**src/rtl/instr_mem_loadable.sv**
```systemverilog
// instr_mem_loadable: run-time loadable instruction memory.
// After reset the array is cleared to NOP, one word per cycle. Then a
// registered, stallable fetch port and a write-only load port are served.
// A load and a fetch to the same in-range address in one cycle return the
// new word (write-first). Every output comes from a register.
module instr_mem_loadable #(
    parameter int DATA_W = 16,
    parameter int ADDR_W = 16,
    parameter int DEPTH  = 64
) (
    input  logic              clk,
    input  logic              rst,
    input  logic              fetch_en,
    input  logic              fetch_hold,
    input  logic [ADDR_W-1:0] address,
    output logic [DATA_W-1:0] out,
    output logic              out_valid,
    output logic              fetch_err,
    output logic              ready,
    input  logic              load_en,
    input  logic [ADDR_W-1:0] load_addr,
    input  logic [DATA_W-1:0] load_data,
    output logic              load_err
);

    localparam int IDX_W = (DEPTH > 1) ? $clog2(DEPTH) : 1;
    // DEPTH widened by one bit, so that a full-width address compare
    // cannot wrap even when DEPTH == 2**ADDR_W.
    localparam logic [ADDR_W:0]  DEPTH_X  = (ADDR_W+1)'(DEPTH);
    localparam logic [IDX_W-1:0] LAST_IDX = IDX_W'(DEPTH - 1);

    typedef enum logic {
        S_CLEAR = 1'b0,
        S_READY = 1'b1
    } state_t;

    state_t            state_q;
    logic [IDX_W-1:0]  clr_cnt_q;
    logic              ready_q;

    logic [DATA_W-1:0] mem_q [0:DEPTH-1];

    logic [DATA_W-1:0] out_q,       out_d;
    logic              out_valid_q, out_valid_d;
    logic              fetch_err_q, fetch_err_d;
    logic              load_err_q,  load_err_d;

    logic              fetch_in_range;
    logic              load_in_range;
    logic [IDX_W-1:0]  fetch_idx;
    logic [IDX_W-1:0]  load_idx;
    logic              fetch_acc;
    logic              bypass;
    logic [DATA_W-1:0] rd_word;

    logic              wr_en;
    logic [IDX_W-1:0]  wr_idx;
    logic [DATA_W-1:0] wr_data;

    assign fetch_in_range = ({1'b0, address}   < DEPTH_X);
    assign load_in_range  = ({1'b0, load_addr} < DEPTH_X);
    assign fetch_idx      = address[IDX_W-1:0];
    assign load_idx       = load_addr[IDX_W-1:0];

    // Clear sequencer: one word per cycle, DEPTH cycles, then READY until the next reset
    always_ff @(posedge clk) begin
        if (rst) begin
            state_q   <= S_CLEAR;
            clr_cnt_q <= '0;
            ready_q   <= 1'b0;
        end else begin
            case (state_q)
                S_CLEAR: begin
                    if (clr_cnt_q == LAST_IDX) begin
                        state_q <= S_READY;
                        ready_q <= 1'b1;
                    end else begin
                        clr_cnt_q <= clr_cnt_q + IDX_W'(1);
                    end
                end
                S_READY: begin
                    state_q <= S_READY;
                    ready_q <= 1'b1;
                end
                default: begin
                    state_q <= S_CLEAR;
                    ready_q <= 1'b0;
                end
            endcase
        end
    end

    // Select the single write port: clear writes while clearing, otherwise an in-range load
    always_comb begin
        wr_en   = 1'b0;
        wr_idx  = clr_cnt_q;
        wr_data = '0;
        if (!rst) begin
            if (state_q == S_CLEAR) begin
                wr_en   = 1'b1;
                wr_idx  = clr_cnt_q;
                wr_data = '0;
            end else if (load_en && load_in_range) begin
                wr_en   = 1'b1;
                wr_idx  = load_idx;
                wr_data = load_data;
            end
        end
    end

    // Storage array; the clear sequencer empties it, so it has no reset of its own
    always_ff @(posedge clk) begin
        if (wr_en) begin
            mem_q[wr_idx] <= wr_data;
        end
    end

    // Fetch/load result next-state: write-first bypass, NOP when out of range, hold freezes all
    always_comb begin
        fetch_acc   = ready_q && fetch_en && !fetch_hold;
        bypass      = ready_q && load_en && load_in_range && (load_addr == address);
        rd_word     = bypass ? load_data : mem_q[fetch_idx];

        out_d       = out_q;
        out_valid_d = out_valid_q;
        fetch_err_d = fetch_err_q;

        if (!fetch_hold) begin
            out_valid_d = fetch_acc;
            if (fetch_acc) begin
                fetch_err_d = !fetch_in_range;
                out_d       = fetch_in_range ? rd_word : '0;
            end
        end

        // A dropped load is flagged in the cycle after the offending request
        load_err_d = load_en && (!ready_q || !load_in_range);
    end

    // Output registers
    always_ff @(posedge clk) begin
        if (rst) begin
            out_q       <= '0;
            out_valid_q <= 1'b0;
            fetch_err_q <= 1'b0;
            load_err_q  <= 1'b0;
        end else begin
            out_q       <= out_d;
            out_valid_q <= out_valid_d;
            fetch_err_q <= fetch_err_d;
            load_err_q  <= load_err_d;
        end
    end

    assign out       = out_q;
    assign out_valid = out_valid_q;
    assign fetch_err = fetch_err_q;
    assign ready     = ready_q;
    assign load_err  = load_err_q;

endmodule

```
**config.mk**
```make
export PLATFORM = sky130hd
export DESIGN_NAME = instr_mem_loadable
export DESIGN_NICKNAME = d
export VERILOG_FILES = /design/src/rtl/instr_mem_loadable.sv
export SDC_FILE = /design/constraint.sdc
export NUM_CORES = 1
export LEC_CHECK = 0
export CAP_MARGIN = 20
export CORE_AREA = 5 5 279 281
export DETAILED_ROUTE_END_ITERATION = 6
export DIE_AREA = 0 0 284 286
export PLACE_DENSITY = 0.84
export SLEW_MARGIN = 20
export SYNTH_ARGS = -nofsm -noshare
export SYNTH_HDL_FRONTEND = slang
export SYNTH_SLANG_ARGS = --single-unit
```
**constraint.sdc**
```tcl
create_clock -name clk -period 3.9 [get_ports clk]
set_input_delay 0.39 -clock clk [delete_from_list [all_inputs] [get_ports clk]]
set_output_delay 0.39 -clock clk [all_outputs]
set_load 0.05 [all_outputs]
```
# Word-level counts from Yosys, hierarchy flattened
# Memories as Yosys holds them, arrays and structs flattened.
# Cells that the tools add are included.
# word_totals
regBits,27
ram_bits,1024
input_bits,53
word_cells,48
n_memories,1
# op_classes
n_addsub,1
magnitude_cmp,2
n_eq_ne,3
mux,17
bitwise_logic,3
reduce_logical,14
# mem_list
memory,words,word_bits,rd,rd_clocked_by_memory_dff,wr,line,rtl
mem_q,64,16,1,0,1,41,logic [DATA_W-1:0] mem_q [0:DEPTH-1];
# op_table
op,count
16-bit 2-to-1 mux,5
16-bit by 7-bit < comparator with 1-bit output (second input constant),2
6-bit 2-to-1 mux,3
16-bit == test,1
1-bit logical AND,7
1-bit 2-to-1 mux,7
6-bit by 1-bit adder with 6-bit output (second input constant),1
6-bit == test (second input constant),1
1-bit logical NOT,4
1-bit case mux with 2 select lines,2
2-bit AND reduction,2
1-bit NOT,3
2-bit != test (second input constant),1
1-bit logical OR,1

# Logic depth before layout (Yosys ltp)
# depth
word_depth,7
mapped_depth,10

# Worst setup path after synthesis
# Ideal clock, no wire load.
# synth_timing
kind,input to register
from,input load_addr[9]
to,memory mem_q[48][0] (enable)
setup_time_ns,0.409
arrival_time_ns,3.352
t_required_ns,3.491
path_slack_ns,0.139
stages,8
path_buffers,2
cell_sequence,nor4_2 and4_1 buf_6 and2_4 buf_12 mux2_4 or4_4 nor3_1
# synth_between
elab_chain_len,7
# synth_rtl
item,line,rtl
"start, declared",21,"input logic [ADDR_W-1:0] load_addr,"
16-bit by 7-bit < comparator with 1-bit output *,61,"assign load_in_range = ({1'b0, load_addr} < DEPTH_X);"
1-bit logical AND *,103,end else if (load_en && load_in_range) begin
1-bit 2-to-1 mux,103,
1-bit 2-to-1 mux,99,if (state_q == S_CLEAR) begin
1-bit 2-to-1 mux,98,if (!rst) begin
1-bit 2-to-1 mux,113,if (wr_en) begin
1-bit 2-to-1 mux (not written as such),114,mem_q[wr_idx] <= wr_data;
"end, declared",41,
# Every way passes the cells marked *; elsewhere a longest branch is shown, timed or not.

# Worst setup path in the final report
# layout_timing
from,input rst
to,memory mem_q[39][0] (enable)
# layout_between
elab_chain_len,3
# layout_rtl
item,line,rtl
"start, declared",12,"input logic rst,"
1-bit 2-to-1 mux,98,
1-bit 2-to-1 mux,113,
1-bit 2-to-1 mux (not written as such),114,
# Several ways; a longest one is shown, not always the timed one.

==> flow_results.org <==
** STA
- Worst-margin pin slew :: 0.861 ns
- The tightest hold path in the finished design has a slack of roughly 0.35 ns.
- Total setup violations reported at the end of the flow :: 0
- In the finished design, the share of the clock period the worst path needs comes to between 80 and 90%.
- For the final routed database, the setup TNS stands at 0 ns.
- The count of endpoints failing hold in the final timing report was 0.
- Crit path time final :: roughly 3.4 ns
- For this run, the top clock speed supported by timing is 0.292 GHz.
- Setup repair after global routing missed its margin :: false
- The worst pin sits at a relative slew slack of between 40% and 50%.
- Number of slew-limit violations in the final report :: 0
- Clock skew :: ~0.040 ns

** Pwr
- Net switching is between 20 and 25% of the power.
- Combinational Power Share :: 3.5%
- After layout, the design draws a total of 0.0228 W.
- Of the total power, registers draw 53.7%.
- Max IR drop VDD :: approximately 0.00036 V
- LEAKAGE :: around 18 nW
- Internal power component :: between 0.015 and 0.02 W
- Power density over cell area :: around 480 mW/mm2
- Reported net switching power :: 0.00462 W
- Part of the total power dissipated in the clock network :: a little over two fifths

** Detailed routing
- For this block, the initial DRC count from the detailed router was roughly 3800.
- Vias per cell :: about 6.7
- Sum of routed wire length over all layers :: 106000 um
- The final route contains ~22000 vias.
- After detailed routing, the number of remaining DRC violations is 0.
- Before antenna repair, the detailed router went through 6 iterations.
- Wire per inst :: about 32 um
- The count of nets left with antenna violations once routing finished came out at 0.

** Synth
- Number of standard cells after synthesis :: 2103
- Average cell area after synthesis :: roughly 19 um2
- Post-synthesis net count :: 2157
- Number of distinct standard cells referenced by the synthesized netlist :: 49
- Post-synthesis async set-or-reset flop share :: 0%
- Share of the yosys chip area belonging to registers :: 76.6%
- The synthesized design contains 1051 register bits.
- Ranked by total cell area, the synthesized netlist is headed by sky130_fd_sc_hd__edfxtp_1 75%, sky130_fd_sc_hd__mux4_2 7.2%, sky130_fd_sc_hd__mux2i_1 6.4%, sky130_fd_sc_hd__a22oi_1 3.9%, sky130_fd_sc_hd__dfxtp_1 1.3%.
- Number of flops mapped to enable cells by yosys :: approximately 1000
- Synth warnings :: 0
- Mapped Area :: between 0.04 and 0.05 mm2
- Yosys top cell area share :: around three quarters
- In the synthesized netlist the dominant register cell turns out to be sky130_fd_sc_hd__edfxtp_1.
- The synthesized design spends more area on one cell type than any other, namely sky130_fd_sc_hd__edfxtp_1.

** Global route
- Entering global routing, the biggest net connects 65 pins.
- Global routing used between 20% and 30% of the available tracks.
- First-pass GRT wire length :: between 150000 and 200000 um
- The via count of the first global-routing pass came to about 23000.
- Number of antenna violations at the first check in global routing :: 4
- The total overflow left after global routing is 0.

** Setup path
- Delay of the slowest cell on the worst path :: around 0.7 ns
- Sort of element at the end of the critical path :: flip-flop
- Ordered list of cells on the worst path :: clkdlybuf4s50_1 -> nor2b_2 -> and4_1 -> and2_4 -> mux2i_1 -> nand3_1 -> nor2_1 -> buf_4
- WP data arrival :: 3.76 ns
- Slowest CP cell :: sky130_fd_sc_hd__clkdlybuf4s50_1
- Element type at the critical path start :: input port
- Largest fanout on the critical path :: 16
- Required time of the critical path :: between 4 and 5 ns
- WS Path Type :: input port to flip-flop

** Clock tree
- H-Tree Depth :: 3
- In this run the deepest clock path goes through 3 buffers.
- Postcts setup bufs :: 0
- TritonCTS clock tree :: done
- The tree is rooted in a sky130_fd_sc_hd__clkbuf_16.
- For this design, the CTS-stage hold fixing added 0 buffers.
- In this run, post-CTS repair resized a total of 0 instances.
- Total CTS buffers :: a little under 100
- Clock transition at the registers of the reported paths :: roughly 0.060 ns
- The later pin in the worst-skew pair is clocked with a latency of just under 0.7 ns.
- Clock tree synthesis found a total of 1051 sinks.

** Final layout
- Fraction of final layout cells with drive strength greater than 1 :: between 15 and 20%
- For this run, the post-layout net count is about 2400.
- Post-route insts no fill :: between 3000 and 4000
- Highest-count cells in the layout ignoring fill and taps :: 1024 x sky130_fd_sc_hd__edfxtp_1, 260 x sky130_fd_sc_hd__mux2i_1, 214 x sky130_fd_sc_hd__a22oi_1, 130 x sky130_fd_sc_hd__mux4_2, 123 x sky130_fd_sc_hd__buf_4
- From synthesis to final layout, the design area changed by 15.3%.
- The library cell used most frequently in the layout, excluding fill and tap cells, is sky130_fd_sc_hd__edfxtp_1.

** Hold path
- Tightest Hold Check Type :: input port to flip-flop

** Placement
- Post-placement cell count :: around 3200
- The count of buffers added on input and output ports is just over 70.
- At the end of routability-driven placement, the weighted congestion stood at around 0.94.
- After legalization and detailed placement, the total HPWL measured between 60000 and 70000 um.

** Die
- The core region is 0.0752 mm2.
- Area enclosed by the die boundary :: just over 0.08 mm2
- Number of ports placed on the die boundary :: 73
- Measured along the y axis, the die boundary spans 286 um.
- The initial utilization of the core area, before any placement, comes to ~54%.
- The floorplan has between 100 and 150 rows.
- Die Width :: around 280 um

** Outcome
- Run status :: finished, final reports clean

** Job
- Max-capacitance violation count :: 0
-- sequential cells by signal, indices dropped and copies added (netlist names) --
name	flops
clr_cnt_q	6
fetch_err	1
load_err	1
mem_q	1024
out	16
out_valid	1
ready	1
state_q	1
-- power by group through the flow --
stage,clock network (W),registers [W],logic (W)
2_1_floorplan,0,0.0125,0.000461
3_3_place_gp,0,0.0125,0.000750
3_5_place_dp,0,0.0125,0.000766
4_1_cts,0.00983,0.0122,0.000779
5_1_grt,0.0103,0.0122,0.000824
6_report,0.00977,0.0122,0.000796
-- per-stage QoR --
step                      utilization (%)  worst slack [ns]  cell area (um2)
final                                62.6             0.479            47100
after global routing                 62.6             0.406            47100
after floorplan                         -             0.139            40800
after global placement               58.2             0.140            43800
after detailed placement             58.2            0.0947            43800
after CTS                            62.6             0.716            47100
-- final timing paths --
| check | from | to | slack [ns] | depth (start not counted) |
|---|---|---|---|---|
| setup / recovery | rst | mem_q[39][0] | 0.48 | 8 |
| hold reg to reg | out[8] | out[8] | 0.50 | 2 |
| hold / removal | load_data[9] | out[9] | 0.35 | 3 |
| setup reg to reg | state_q | mem_q[39][0] | 0.66 | 5 |
-- worst max-delay path, delay by kind of cell --
kind                   cells  cell delay, ns
multiplexers               1            0.47
buffers and inverters      2            0.98
AND/OR/NAND/NOR            5            1.89
-- cells by family after synthesis --
logic type               Yosys count  synth area share [%]
multiplexers                     397                  13.8
adder cells (fa/ha/maj)            1                0.0306
buffers and inverters            127                  1.38
XOR/XNOR                          21                 0.450
AO/OA/AOI/OAI                    230                  4.22
flip-flops                      1051                  76.6
AND/OR/NAND/NOR                  276                  3.54
-- cell usage after synthesis (3+ instances only) --
cell type	n
sky130_fd_sc_hd__edfxtp_1	1024
sky130_fd_sc_hd__mux2i_1	260
sky130_fd_sc_hd__a22oi_1	214
sky130_fd_sc_hd__mux4_2	130
sky130_fd_sc_hd__nand3_1	77
sky130_fd_sc_hd__nor2_1	73
sky130_fd_sc_hd__clkbuf_1	64
sky130_fd_sc_hd__buf_2	48
sky130_fd_sc_hd__nand4_1	38
sky130_fd_sc_hd__dfxtp_1	27
sky130_fd_sc_hd__nand2_1	25
sky130_fd_sc_hd__and3_1	18
sky130_fd_sc_hd__xnor2_1	14
sky130_fd_sc_hd__and4_1	10
sky130_fd_sc_hd__buf_1	9
sky130_fd_sc_hd__nor3_1	7
sky130_fd_sc_hd__xor2_1	7
sky130_fd_sc_hd__mux2_2	5
sky130_fd_sc_hd__or3_1	5
sky130_fd_sc_hd__nor2b_1	4
sky130_fd_sc_hd__o21ai_0	4
sky130_fd_sc_hd__a21oi_1	3
sky130_fd_sc_hd__inv_1	3
sky130_fd_sc_hd__nor4_1	3
-- cell type report --
class / count / area (um2)
diodes: 2 / 5.00
clock buffers: 116 / 2650
clock inverters: 66 / 659
fillers: 4754 / 28100
inverters: 3 / 11.3
multi-input cells: 925 / 9090
flip-flops and latches: 1051 / 31300
well taps: 978 / 1220
repair buffers: 220 / 2150
-- metal layers --
metal  track usage (%)  up-vias  wire (um)
li1                  -     9101          -
met1              34.9    11300      37800
met2              40.6     1732      49700
met3              7.90      283      14300
met4              8.52        4       4410
met5                 0        -         20
No activity file was read; power rests on OpenSTA's default activity.
==> RTL change, RTL diff (same flow settings) <==
The parameter `ADDR_W` goes from 16 to 14.
--- a/src/rtl/instr_mem_loadable.sv
+++ b/src/rtl/instr_mem_loadable.sv
@@ -7,3 +7,3 @@
     parameter int DATA_W = 16,
-    parameter int ADDR_W = 16,
+    parameter int ADDR_W = 14,
     parameter int DEPTH  = 64
Interface: changed (resized address and load_addr); port bits go from 73 to 69. The function was not compared with the original's and may differ.
==> RTL change against the unedited design <==
- power decreased by 2.2%
- routed wire length is 0.13% higher
- final cell count is 0.86% lower
- area after synthesis is 0.78% higher
- first-iteration DRC count grew 0.24%
- worst setup slack better by 0.070 ns
- core utilization fell by 0.15 points
- cell area decreased by 0.24%
- synthesized cell count down 1.3%
- sequential share of layout area rose by 0.16 points
- sequential cell count unchanged
- critical path depth did not move
- critical endpoint is now mem_q[26][12]
- largest cell class unchanged
==> RTL change: results (changes against the unedited design) <==
Finish
  – NumNets Final: 2328 (-1.1%)
  – Layout cells sized above 1: 20.37% (+0.92 points)
  – Comb_multi_in: 903 (-2.4%)
  – Non-Clock Buffer Area Fraction: 4.502% (-0.072 points)
  – Buffers excl. clock: 221 (+0.45%)
  – Multi-input combinational cell area: 9233 um2 (+1.6%)
  – Layout clock area frac: 6.575% (-0.45 points)

Power and ir drop
  – Maximum vdd drop: 409.6 uV (+15%)
  – Sw frac: 20.29% (about the same)
  – Power Density: 475.1 nW/um2 (-1.9%)
  – Static Leak: 17.70 nW (-1.3%)

Yosys
  – Post-synthesis compound-gate area fraction: 4.539% (+0.31 points)
  – Synth Area per Inst: 19.83 um2 (+2.1%)
  – Syn_nets: 2125 (-1.5%)
  – Sequential fraction of the synthesis area: 76.03% (-0.59 points)
  – Synth cell types: 51 (+4.1%)
  – Synth top area cells: edfxtp_1 (75%), mux4_2 (8.8%), mux2i_1 (5.1%), dfxtp_1 (1.3%), a22oi_1 (1.2%)

STA
  – Final hold slack: 0.5547 ns (+0.2027 ns)
  – Relative slew slack: 21.16% (-21 points)

Drt
  – DRT Pass-1 Iters: 7 (+1)
  – Via density: 6.769 (+1.4%)
  – Initial DRC Count: 3812 (+0.24%)

GRT
  – GR Util All Layers: 25.83% (+0.065 points)
  – Antenna violations before repair: 3 (-1)
  – Global-route wire length before repair: 153600 um (+0.23%)

Clock tree
  – Latest clock arrival within the worst-skew pair: 0.66 ns (-0.02 ns)

Outcome
  – Status: complete, no violations

Place
  – Final RePlAce weighted congestion: 0.9848 (+5.2%)
  – Post-DP HPWL: 64570 um (+0.93%)

Worst setup path
  – R2R depth: 6 (+1)
==> RTL change: cell count changes after synthesis, sizes merged, moves of 30 or more <==
cell / change
mux2i: -46
mux4: +30
nand3: -54
a21oi: +32
a22o: +32
o22ai: +31
a22oi: -150
==> RTL change: power groups by stage <==
stage          Combinational [mW]  Clock [mW]  Sequential (mW)
6_report                    0.790        9.28             12.2
5_1_grt                     0.816        9.84             12.2
4_1_cts                     0.763        9.31             12.2
3_5_place_dp                0.753           0             12.5
3_3_place_gp                0.738           0             12.5
2_1_floorplan               0.492           0             12.5
==> RTL change: metal layers <==
layer  track usage (%)  wire, um  vias to the layer above
met5                 0        34                        -
met4             9.998      4950                        4
met3             8.295     15390                      330
met2             39.12     48520                     1946
met1             35.61     37460                    11269
li1                  -         -                     9004
==> RTL change: critical path, delay by kind of cell <==
kind                   cells  cell delay [ns]
AND/OR/NAND/NOR            5             2.06
buffers and inverters      2             0.76
multiplexers               1             0.44
